$ cat src/rtl/key_debounce_multi.sv
// key_debounce_multi
//   N-channel key conditioner. Each channel has a 2-flop synchroniser,
//   polarity normalisation, a debounce/hold counter, a release counter
//   and a small FSM. It produces a clean level plus single-cycle
//   press / release / short-click / long-press pulses.
//
//   Optional build macro KEY_REPEAT_EN: while a key stays in LONG,
//   key_press auto-repeats every REPEAT_CYCLES cycles.
//
// Ports
//   clk           system clock
//   rst_n         asynchronous active-low reset
//   i_key_in      raw key pins, asynchronous to clk
//   o_key_level   debounced level, 1 = pressed
//   o_key_press   1-cycle pulse on accepted press (and on auto-repeat)
//   o_key_release 1-cycle pulse on accepted release
//   o_key_short   1-cycle pulse on release of a press that never went long
//   o_key_long    1-cycle pulse once per press after LONG_CYCLES held
//
// FSM states (per channel)
//   state        | meaning
//   ST_IDLE      | key released, waiting for a pressed sample
//   ST_PRESSING  | counting stable pressed samples
//   ST_HELD      | press accepted, hold counter running toward long
//   ST_LONG      | long-press fired (repeat timer runs here if enabled)
//   ST_RELEASING | counting stable released samples from HELD or LONG
module key_debounce_multi #(
  parameter int KEY_NUM         = 4,
  parameter int DEBOUNCE_CYCLES = 1_000_000,
  parameter int LONG_CYCLES     = 50_000_000,
  parameter int REPEAT_CYCLES   = 10_000_000,
  parameter int ACTIVE_LOW      = 1
) (
  input  logic               clk,
  input  logic               rst_n,
  input  logic [KEY_NUM-1:0] i_key_in,
  output logic [KEY_NUM-1:0] o_key_level,
  output logic [KEY_NUM-1:0] o_key_press,
  output logic [KEY_NUM-1:0] o_key_release,
  output logic [KEY_NUM-1:0] o_key_short,
  output logic [KEY_NUM-1:0] o_key_long
);

  localparam int MAX_A  = (DEBOUNCE_CYCLES > LONG_CYCLES) ? DEBOUNCE_CYCLES : LONG_CYCLES;
  localparam int MAX_C  = (MAX_A > REPEAT_CYCLES) ? MAX_A : REPEAT_CYCLES;
  localparam int CW     = $clog2(MAX_C) + 1;
  // Pin value seen while the key is released.
  localparam logic REL_LVL = (ACTIVE_LOW != 0);

  localparam logic [CW-1:0] DEB_LAST  = CW'(DEBOUNCE_CYCLES - 1);
  localparam logic [CW-1:0] LONG_LAST = CW'(LONG_CYCLES - 1);
`ifdef KEY_REPEAT_EN
  localparam logic [CW-1:0] REP_LAST  = CW'(REPEAT_CYCLES - 1);
`endif

  generate
    if (LONG_CYCLES <= DEBOUNCE_CYCLES) begin : g_bad_long
      $error("key_debounce_multi: LONG_CYCLES must exceed DEBOUNCE_CYCLES");
    end
    if (DEBOUNCE_CYCLES < 2) begin : g_bad_deb
      $error("key_debounce_multi: DEBOUNCE_CYCLES must be at least 2");
    end
  endgenerate

  typedef enum logic [2:0] {
    ST_IDLE,
    ST_PRESSING,
    ST_HELD,
    ST_LONG,
    ST_RELEASING
  } state_t;

  for (genvar g = 0; g < KEY_NUM; g++) begin : g_ch
    logic [1:0]    r_sync;
    logic          w_s;
    state_t        r_state, w_state_nxt;
    logic [CW-1:0] r_cnt, w_cnt_nxt;
    logic [CW-1:0] r_rc, w_rc_nxt;
    logic          r_long_seen, w_long_seen_nxt;
    logic          r_level, w_level_nxt;
    logic          r_press, w_press;
    logic          r_release, w_release;
    logic          r_short, w_short;
    logic          r_long, w_long;

    assign w_s = r_sync[1] ^ REL_LVL;

    always_ff @(posedge clk or negedge rst_n) begin
      if (!rst_n) begin
        r_sync      <= {2{REL_LVL}};
        r_state     <= ST_IDLE;
        r_cnt       <= '0;
        r_rc        <= '0;
        r_long_seen <= 1'b0;
        r_level     <= 1'b0;
        r_press     <= 1'b0;
        r_release   <= 1'b0;
        r_short     <= 1'b0;
        r_long      <= 1'b0;
      end else begin
        r_sync      <= {r_sync[0], i_key_in[g]};
        r_state     <= w_state_nxt;
        r_cnt       <= w_cnt_nxt;
        r_rc        <= w_rc_nxt;
        r_long_seen <= w_long_seen_nxt;
        r_level     <= w_level_nxt;
        r_press     <= w_press;
        r_release   <= w_release;
        r_short     <= w_short;
        r_long      <= w_long;
      end
    end

    always_comb begin
      w_state_nxt     = r_state;
      w_cnt_nxt       = r_cnt;
      w_rc_nxt        = r_rc;
      w_long_seen_nxt = r_long_seen;
      w_level_nxt     = r_level;
      w_press         = 1'b0;
      w_release       = 1'b0;
      w_short         = 1'b0;
      w_long          = 1'b0;
      case (r_state)
        ST_IDLE: begin
          if (w_s) begin
            w_state_nxt = ST_PRESSING;
            w_cnt_nxt   = CW'(1);
          end
        end
        ST_PRESSING: begin
          if (!w_s) begin
            w_state_nxt = ST_IDLE;
            w_cnt_nxt   = '0;
          end else if (r_cnt == DEB_LAST) begin
            w_state_nxt     = ST_HELD;
            w_cnt_nxt       = '0;
            w_press         = 1'b1;
            w_level_nxt     = 1'b1;
            w_long_seen_nxt = 1'b0;
          end else begin
            w_cnt_nxt = r_cnt + CW'(1);
          end
        end
        ST_HELD: begin
          w_cnt_nxt = r_cnt + CW'(1);
          if (r_cnt == LONG_LAST) begin
            w_state_nxt     = ST_LONG;
            w_cnt_nxt       = '0;
            w_long          = 1'b1;
            w_long_seen_nxt = 1'b1;
          end
          // A release start overrides the HELD/LONG target; the origin is
          // remembered in r_long_seen.
          if (!w_s) begin
            w_state_nxt = ST_RELEASING;
            w_rc_nxt    = CW'(1);
          end
        end
        ST_LONG: begin
          if (!w_s) begin
            w_state_nxt = ST_RELEASING;
            w_rc_nxt    = CW'(1);
          end
`ifdef KEY_REPEAT_EN
          else if (r_cnt == REP_LAST) begin
            w_press   = 1'b1;
            w_cnt_nxt = '0;
          end else begin
            w_cnt_nxt = r_cnt + CW'(1);
          end
`endif
        end
        ST_RELEASING: begin
          // Hold timer keeps running during a release count from HELD;
          // the repeat timer (LONG origin) is paused.
          if (!r_long_seen) begin
            if (r_cnt == LONG_LAST) begin
              w_long          = 1'b1;
              w_long_seen_nxt = 1'b1;
              w_cnt_nxt       = '0;
            end else begin
              w_cnt_nxt = r_cnt + CW'(1);
            end
          end
          if (w_s) begin
            w_rc_nxt = '0;
            if (w_long_seen_nxt) begin
              w_state_nxt = ST_LONG;
              w_cnt_nxt   = '0;
            end else begin
              w_state_nxt = ST_HELD;
            end
          end else if (r_rc == DEB_LAST) begin
            w_state_nxt     = ST_IDLE;
            w_cnt_nxt       = '0;
            w_rc_nxt        = '0;
            w_long_seen_nxt = 1'b0;
            w_level_nxt     = 1'b0;
            w_release       = 1'b1;
            w_short         = !(r_long_seen || w_long);
          end else begin
            w_rc_nxt = r_rc + CW'(1);
          end
        end
        default: begin
          w_state_nxt = ST_IDLE;
          w_cnt_nxt   = '0;
          w_rc_nxt    = '0;
        end
      endcase
    end

    assign o_key_level[g]   = r_level;
    assign o_key_press[g]   = r_press;
    assign o_key_release[g] = r_release;
    assign o_key_short[g]   = r_short;
    assign o_key_long[g]    = r_long;
  end

endmodule

$ cat config.mk
export PLATFORM = sky130hd
export DESIGN_NAME = key_debounce_multi
export DESIGN_NICKNAME = d
export VERILOG_FILES = /design/src/rtl/key_debounce_multi.sv
export SDC_FILE = /design/constraint.sdc
export NUM_CORES = 1
export LEC_CHECK = 0
export ABC_AREA = 1
export BUFFER_PORTS_ARGS = -buffer_cell sky130_fd_sc_hd__buf_2
export CORE_ASPECT_RATIO = 0.75
export CORE_MARGIN = 2
export CORE_UTILIZATION = 65
export DETAILED_ROUTE_END_ITERATION = 7
export HOLD_SLACK_MARGIN = 0.06
export PLACE_DENSITY_LB_ADDON = 0.25
export SYNTH_ARGS = -nofsm -noshare
export SYNTH_HDL_FRONTEND = slang
export SYNTH_SLANG_ARGS = --single-unit
$ cat constraint.sdc
create_clock -name clk -period 2.1 [get_ports clk]
set_input_delay 0.105 -clock clk [delete_from_list [all_inputs] [get_ports clk]]
set_output_delay 0.105 -clock clk [all_outputs]
set_load 0.1 [all_outputs]
# --- Word level (Yosys, flattened, before mapping) ---
# Cells that the tools add are included.
op_classes:
  n_addsub: 8
  eq_ne: 72
  muxes: 196
  bitwise: 8
  n_reduce_logical: 48
ops:
  columns: ["operator", "count"]
  rows:
  - ["$mux W27", 44]
  - ["$pmux W27 S5", 4]
  - ["$pmux W27 S3", 4]
  - ["$add A27 B1 Y27 const B", 8]
  - ["$eq A27 B20 Y1 const B", 8]
  - ["$eq A27 B26 Y1 const B", 4]
  - ["$mux W1", 96]
  - ["$mux W3", 32]
  - ["$pmux W3 S5", 4]
  - ["$ne A2 B2 Y1 const B", 28]
  - ["$reduce_and A5 Y1", 8]
  - ["$ne A3 B3 Y1 const B", 12]
  - ["$eq A3 B2 Y1 const B", 8]
  - ["$pmux W1 S2", 8]
  - ["$reduce_and A2 Y1", 8]
  - ["$reduce_and A4 Y1", 4]
  - ["$reduce_or A2 Y1", 8]
  - ["$eq A3 B1 Y1 const B", 4]
  - ["$eq A3 B3 Y1 const B", 4]
  - ["$logic_not A3 Y1", 4]
  - ["$pmux W1 S3", 4]
  - ["$reduce_bool A3 Y1", 4]
  - ["$ne A2 B1 Y1 const B", 4]
  - ["$not A1 Y1", 8]
  - ["other kinds (3)", 12]
word_totals:
  ff_bits: 260
  inputBits: 6
  out_inout_bits: 20

# --- Longest topological paths before layout ---
# Gate-level depths: netlist of the first run.
logic_depth:
  word_depth: 9
  depth_mapped: 13
  ltp_nobuf: 12

# --- Worst setup path before layout of the first run ---
# No wires, ideal clock.
synth_timing:
  path_kind: "register -> register"
  from: "reg g_ch[2].r_cnt[0]"
  to: "reg g_ch[2].r_cnt[8]"
  arrival_ns: 1.695
  required_time_ns: 1.965
  setup_slack_ns: 0.270
  stages_incl_launch_ff: 12
  path_cell_list: "dfrtp_1 > ha_1 > nand2_1 > nor2_4 > nand3_1 > nor2_1 > nand2_2 > nand3_2 > nand2_2 > buf_2 > o211ai_1 > o211ai_1"
synth_between:
  elab_chain_len: 7
synth_rtl:
  columns: ["element", "line", "rtl"]
  rows:
  - ["from (decl)", "77", "logic [CW-1:0] r_cnt, w_cnt_nxt;"]
  - ["from (signal assigned)", "103", "r_cnt <= w_cnt_nxt;"]
  - ["branches (longest 6 deep; another with $add A27 B1 Y27)", null, null]
  - ["$pmux W27 S5 *", "124", "case (r_state)"]
# Mark *: on every way between the ends. The select of a mux whose other input is x is not followed.
# A chain may end at the register's enable or synchronous reset.

# --- Final worst setup path of the first run ---
layout_timing:
  from: "reg g_ch[0].r_cnt[0]"
  to: "reg g_ch[0].r_cnt[3]"
layout_between:
  elab_chain_len: 7
layout_rtl:
  columns: ["element", "line"]
  rows:
  - ["from (decl)", "77"]
  - ["from (signal assigned)", "103"]
  - ["branches (longest 6 deep; another with $add A27 B1 Y27)", null]
  - ["$pmux W27 S5 *", "124"]
# Marked as above.

==> qor.yml, run 1 <==
path_cells: "ha_4 -> nand2_1 -> nor2_2 -> nand3_1 -> nor2_1 -> nand2_2 -> a21oi_4 -> nor2_4 -> buf_4 -> nand2_1 -> o211ai_1"
initial_utilization_pct: 66.0
path_max_fanout: 12
insertion_delay_ns: 0.57
vias_per_cell: 5.88
min_period_over_period_pct: 97.1
path_delay_family: "simple AND/OR/NAND/NOR gates"
die_h_um: 150
fmax_mhz: 490
p_seq_share_pct: 33.0
finish.utilization_pct: 75.2
wl_per_cell_um: 16.1
seq_area_frac_synth_pct: 35.3
port_buffers: 25
cts_max_path_buffers: 3
start_kind: "flip-flop"
drive_gt1_share_pct: 11.9
netSwitchingPower_mw: 7.57
grt_antenna_before_repair: 0
cts_buffers: 28
endpoint_kind: "flip-flop"
async_flop_share_pct: 100
p_leak_nw: 9.77
first_iter_violations: 2328
fin_hold_ws_ns: 0.165
maxCapViolCount: 0
setup_violations: 0
core_area_um2: 28000
grt_pass1_vias: 17765
critPathBufInv: 1
dp.cells: 3274
cts_tree: "done"
syn_avg_cell_area_um2: 6.53
ys_types: 52
finalClockSkew_ns: 0.0116
outcome: "completed"
die_area_um2: 29800
h-tree-depth: 1
fill_cells: 2131
grt-ovfl-total: 0
yosys_warnings: 0
drcViolationCount: 0
ir_worst_vdd_mv: 0.749
syn_area_um2: 18500
grt_max_degree: 56
finalWeightedCongestion: 0.988
vias: 19668
root_buffer: "clkbuf_16"
fin_cells: 3345
syn-num-nets: 2843
fin_crit_ns: 2.04
grt_use_total_pct: 35.8
nets: 2952
tightestPinTransition_ns: 0.493
hpwl_um: 38600
drv_slew: 0
slowest_delay_ns: 0.42
clk_pin_slew_ns: 0.07
crit_required_ns: 2.54
ys.flop_type: "dfrtp_1"
crit_path_frequent_cell: "nand2_1"
hp-class: "input pin to async pin"
power.clock.fraction_pct: 29.7
area_delta_synth_final_pct: 13.9
synth_cells: 2829
worst_path_max_delay_cell: "dfrtp_2"
io_pins: 26
power_frac_comb_pct: 37.3
synth_edf_count: 0
criticalPathCategory: "flip-flop to flip-flop"
dr.pass1.iters: 6
routed_wl_um: 53700
grt_pass1_wl_um: 87500
dieWidth_um: 199
p_int_mw: 10.8
critical_path_arrival_ns: 2.48
finalHoldViolCount: 0
r2r_setup_slack_ns: 0.06
rows: 53
p_per_area_nw_per_um2: 875
cts_sinks: 260
relSlewSlack_pct: 67.4
pre_cts_slack_ns: 0.0435
antenna_left: 0
synth-seq-cells: 260
worst_slack_ns: 0.0608
p_sw_share_pct: 41.1
antenna_cells: 0
## registers in the layout, summed over array words and instances (netlist names)
signal,flops
g_ch.r_sync,8
g_ch.r_state,12
g_ch.r_cnt,108
g_ch.r_release,4
g_ch.r_level,4
g_ch.r_short,4
g_ch.r_rc,108
g_ch.r_press,4
g_ch.r_long_seen,4
g_ch.r_long,4
## placed cells by master, fill, tap and decap left out, types with 24 or more instances in the layout
master     instances
nand2_1          881
nor2_1           324
inv_1            298
nand3_1          292
dfrtp_1          247
buf_4            132
o21ai_0           94
nor3_1            94
nand4_1           81
xor2_1            73
a21oi_1           60
o211ai_1          55
clkbuf_16         29
buf_2             24
## cell type report
class | instances | area [um^2] | share of cell area (%)
sequential | 260 | 6520 | 31.0
clock buffer | 37 | 806 | 3.83
tap | 385 | 482 | 2.29
clock inverter | 15 | 208 | 0.987
inverter | 317 | 1200 | 5.70
timing repair buffer | 170 | 1340 | 6.34
multi-input combinational | 2161 | 10500 | 49.9
## cells in the mapped netlist, types with 19 or more instances
| master | instances | share of area [%] |
|---|---|---|
| xor2_1 | 73 | 3.5 |
| clkbuf_1 | 38 | 0.77 |
| nand3_1 | 298 | 8.1 |
| nand2_1 | 891 | 18 |
| inv_1 | 303 | 6.2 |
| dfrtp_1 | 252 | 34 |
| nor3_1 | 95 | 2.6 |
| nand3b_1 | 19 | 0.77 |
| buf_4 | 22 | 0.89 |
| a21oi_1 | 60 | 1.6 |
| o211ai_1 | 55 | 2.2 |
| nor2_1 | 341 | 6.9 |
| nand4_1 | 81 | 2.7 |
| o21ai_0 | 97 | 2.6 |
## cell families (layout without fill, tap and decap cells)
family	count (synthesis)	count (layout)	share of synthesized area, %
and+or+nand+nor	1814	1814	43.0
buffers and inverters	408	539	9.27
adders and majority gates	8	8	0.542
DFF	260	260	35.3
xor gates and xnor gates	77	77	3.65
AOI/OAI and AO/OA	262	262	8.27
## power by group through the flow
stage | clock, mW | combinational (mW) | sequential [mW]
2_1_floorplan | 0 | 4.43 | 5.98
3_3_place_gp | 0 | 6.14 | 6.08
3_5_place_dp | 0 | 6.36 | 6.11
4_1_cts | 5.50 | 6.43 | 6.04
5_1_grt | 5.69 | 7.53 | 6.13
6_report | 5.47 | 6.88 | 6.07
## stage by stage
stage / area (um^2) / total power, mW / setup TNS [ns]
detailed placement: 19600 / 12.5 / 0
CTS: 20700 / 18.0 / 0
floorplan: 18500 / 10.4 / 0
global route: 21000 / 19.4 / -0.626
finish: 21000 / 18.4 / 0
global placement: 19600 / 12.2 / 0
## per-layer routing
| metal | global-route usage (%) | vias up | part of all wire (%) |
|---|---|---|---|
| met3 | 6.33 | 82 | 11 |
| met1 | 54.9 | 9069 | 45 |
| met2 | 53.2 | 1091 | 42 |
| met4 | 6.49 | 0 | 1.6 |
| met5 | 0 | - | 0 |
| li1 | - | 9426 | - |
## worst paths after layout
| check | depth (start not counted) | to | from |
|---|---|---|---|
| worst min register to register | 0 | g_ch[0].r_sync[1] | g_ch[0].r_sync[0] |
| worst max-delay path | 11 | g_ch[0].r_cnt[3] | g_ch[0].r_cnt[0] |
| max in group asynchronous | 3 | g_ch[2].r_sync[0] | rst_n |
| min in group clk | 2 | g_ch[2].r_sync[0] | i_key_in[2] |
| worst max register to register | 11 | g_ch[0].r_cnt[3] | g_ch[0].r_cnt[0] |
| worst min-delay path | 2 | g_ch[1].r_sync[1] | rst_n |
## what timing repair did
| action | 4_1_cts | 5_1_grt |
|---|---|---|
| setup endpoints to repair | 0 | 169 |
| hold buffers | 6 | 0 |
| hold endpoints to repair | 258 | 0 |
| gates resized for setup | 0 | 75 |
| buffers inserted | 0 | 13 |
Note: power is estimated with default switching activity, not from simulation.
==> inputs of run 2 (changes only) <==
==> constraint.sdc (replaced) <==
create_clock -name clk -period 2.6 [get_ports clk]
set_input_delay 0.13 -clock clk [delete_from_list [all_inputs] [get_ports clk]]
set_output_delay 0.13 -clock clk [all_outputs]
set_load 0.1 [all_outputs]
==> run 2 against run 1 <==
  * Total power decreased by 23%
  * Sequential power decreased by 18%
  * Global-route usage decreased by 1.2 points
  * Critical path depth unchanged
  * Register-to-register slack improved by 0.18 ns
  * Clock skew increased by 0.0025 ns
  * Cell area decreased by 5.1%
  * Critical path type unchanged
  * Maximum frequency decreased by 13%
  * Largest power group is now registers
  * Combinational power decreased by 29%
  * Count of clock-buffer cells in the layout increased by 2
==> qor.yml, run 2 (same netlist as run 1, synthesis figures left out) <==
hpwl_um: 37000  # -4.2%
finalWeightedCongestion: 0.985  # -0.31%
routed_wl_um: 51300  # -4.5%
worst_path_max_delay_cell: "dfrtp_1"
die_h_um: 150  # unchanged
final_cell_mix: "nand2_1 (891), nor2_1 (341), inv_1 (303)"
p_leak_nw: 9.24  # -5.4%
outcome: "completed"
grt-ovfl-total: 0  # unchanged
p_sw_share_pct: 41.2  # +0.048 points
die_area_um2: 29800  # unchanged
first_iter_violations: 1983  # -15%
finish.utilization_pct: 71.3  # -3.9 points
grt_use_total_pct: 34.7  # -1.2 points
grt_antenna_before_repair: 0  # unchanged
relSlewSlack_pct: 54.3  # -13 points
cts_max_path_buffers: 3  # unchanged
clk_pin_slew_ns: 0.07  # about the same
min_period_over_period_pct: 90.7  # -6.4 points
h-tree-depth: 1  # unchanged
biggestRegsByFlops: "g_ch.r_cnt (108), g_ch.r_rc (108), g_ch.r_state (12)"
startpoint: "g_ch[3].r_rc[0]"
crit_required_ns: 3.04  # +0.50 ns
io_pins: 26  # unchanged
rows: 53  # unchanged
antenna_cells: 0  # unchanged
grt_max_degree: 80  # +43%
antenna_left: 0  # unchanged
path_delay_family: "simple AND/OR/NAND/NOR gates"
nets: 2854  # -3.3%
cts_sinks: 260  # unchanged
path_max_fanout: 14  # +2
setup_violations: 0  # unchanged
grt_pass1_wl_um: 85000  # -2.9%
hp-class: "input pin to async pin"
criticalPathCategory: "flip-flop to flip-flop"
core_area_um2: 28000  # unchanged
finalHoldViolCount: 0  # unchanged
rsz0062_at_grt: "no"
root_buffer: "clkbuf_16"
maxCapViolCount: 0  # unchanged
netSwitchingPower_mw: 5.81  # -23%
multi_input_area_um2: 10300  # -2.3%
critical_path_arrival_ns: 2.80  # +0.32 ns
power_frac_comb_pct: 34.8  # -2.5 points
initial_utilization_pct: 66.0  # unchanged
endpoint_kind: "flip-flop"
cts_buffers: 27  # -3.6%
port_buffers: 25  # unchanged
seq_area_um2: 6520  # about the same
dieWidth_um: 199  # unchanged
power.clock.fraction_pct: 30.2  # +0.5 points
area_delta_synth_final_pct: 8.01
crit_path_frequent_cell: "nand2_1"
insertion_delay_ns: 0.56  # about the same
cts_tree: "done"
fmax_mhz: 424  # -13%
p_seq_share_pct: 35.1  # +2.1 points
p_per_area_nw_per_um2: 707  # -19%
rr_startpoint: "g_ch[3].r_rc[0]"
mostFrequentLayoutCell: "nand2_1"
vias_per_cell: 5.88  # about the same
p_int_mw: 8.30  # -23%
fill_cells: 2347  # +10%
setup_tns_ns: 0  # unchanged
drcViolationCount: 0  # unchanged
wl_per_cell_um: 15.8  # -1.5%
fin_crit_ns: 2.36  # +0.318 ns
start_kind: "flip-flop"
grt_pass1_vias: 17404  # -2.0%
fin_hold_ws_ns: 0.0845  # -0.0801 ns
drv_slew: 0  # unchanged
critPathBufInv: 1  # unchanged
ir_worst_vdd_mv: 0.624  # -17%
finalClockSkew_ns: 0.0141  # +0.00252 ns
tightestPinTransition_ns: 0.679  # +0.187 ns
dr.pass1.iters: 6  # unchanged
drive_gt1_share_pct: 6.92  # -4.9 points
vias: 19066  # -3.1%
path_cells: "ha_1 -> nand2_1 -> nor2_1 -> nand2_1 -> nor2_2 -> nand2_1 -> nand2_2 -> nand2_1 -> inv_2 -> nor2_1 -> o21a_1"
post-cts-setup-buffers: 0  # unchanged
slowest_delay_ns: 0.45  # +0.03 ns
run 2: cell count changes in the layout (fill, tap and decap cells not counted), moves of 10 or more:
| cell | change |
|---|---|
| buf_4 | -92 |
| nor2_1 | +17 |
| nand2_1 | +10 |
| nor2_2 | -12 |
run 2: final timing paths:
check	cells after the start	slack (ns)	endpoint
min in group clk	2	0.22	g_ch[0].r_sync[0]
worst min register to register	0	0.36	g_ch[2].r_sync[1]
worst max-delay path	11	0.24	g_ch[3].r_rc[13]
worst max register to register	11	0.24	g_ch[3].r_rc[13]
worst min-delay path	2	0.08	g_ch[1].r_rc[0]
max in group asynchronous	3	1.75	g_ch[3].r_rc[12]
run 2: repair_timing:
| action | 4_1_cts | 5_1_grt |
|---|---|---|
| hold endpoints to repair | 258 | 0 |
| hold buffers | 5 | 0 |
| resized for setup | 0 | 1 |
| endpoints found under the setup margin | 0 | 4 |
run 2: per-stage QoR:
step | setup slack (ns) | cells | area (um^2) | power (mW)
4_1_cts | 0.248 | 3245 | 20000 | 14.0
3_5_place_dp | 0.251 | 3191 | 18900 | 9.74
5_1_grt | 0.0424 | 3245 | 20000 | 14.9
6_report | 0.243 | 3245 | 20000 | 14.1
2_1_floorplan | 0.770 | 2829 | 18500 | 8.41
3_3_place_gp | 0.357 | 3191 | 18900 | 9.56
run 2: power groups by stage:
stage | Combinational, mW | Sequential, mW | Clock, mW
after global routing | 5.42 | 5.00 | 4.45
after CTS | 4.80 | 4.93 | 4.30
after detailed placement | 4.75 | 4.99 | 0
final | 4.91 | 4.95 | 4.26
after floorplan | 3.58 | 4.83 | 0
after global placement | 4.59 | 4.97 | 0
run 2: final cells by class:
cell class,count,area share (%)
clock buffer,39,4.06
clock inverter,10,0.809
inverter,317,5.96
multi-input combinational,2161,51.4
sequential,260,32.6
tap,385,2.41
timing repair buffer,73,2.73
run 2: routing by layer:
layer  part of all wire (%)  track usage, %  vias up
met5                      0               0        -
met4                    1.7            7.95        0
met3                    9.7            5.84       74
met2                     42            51.2      963
met1                     46            52.9     8831
li1                       -               -     9198
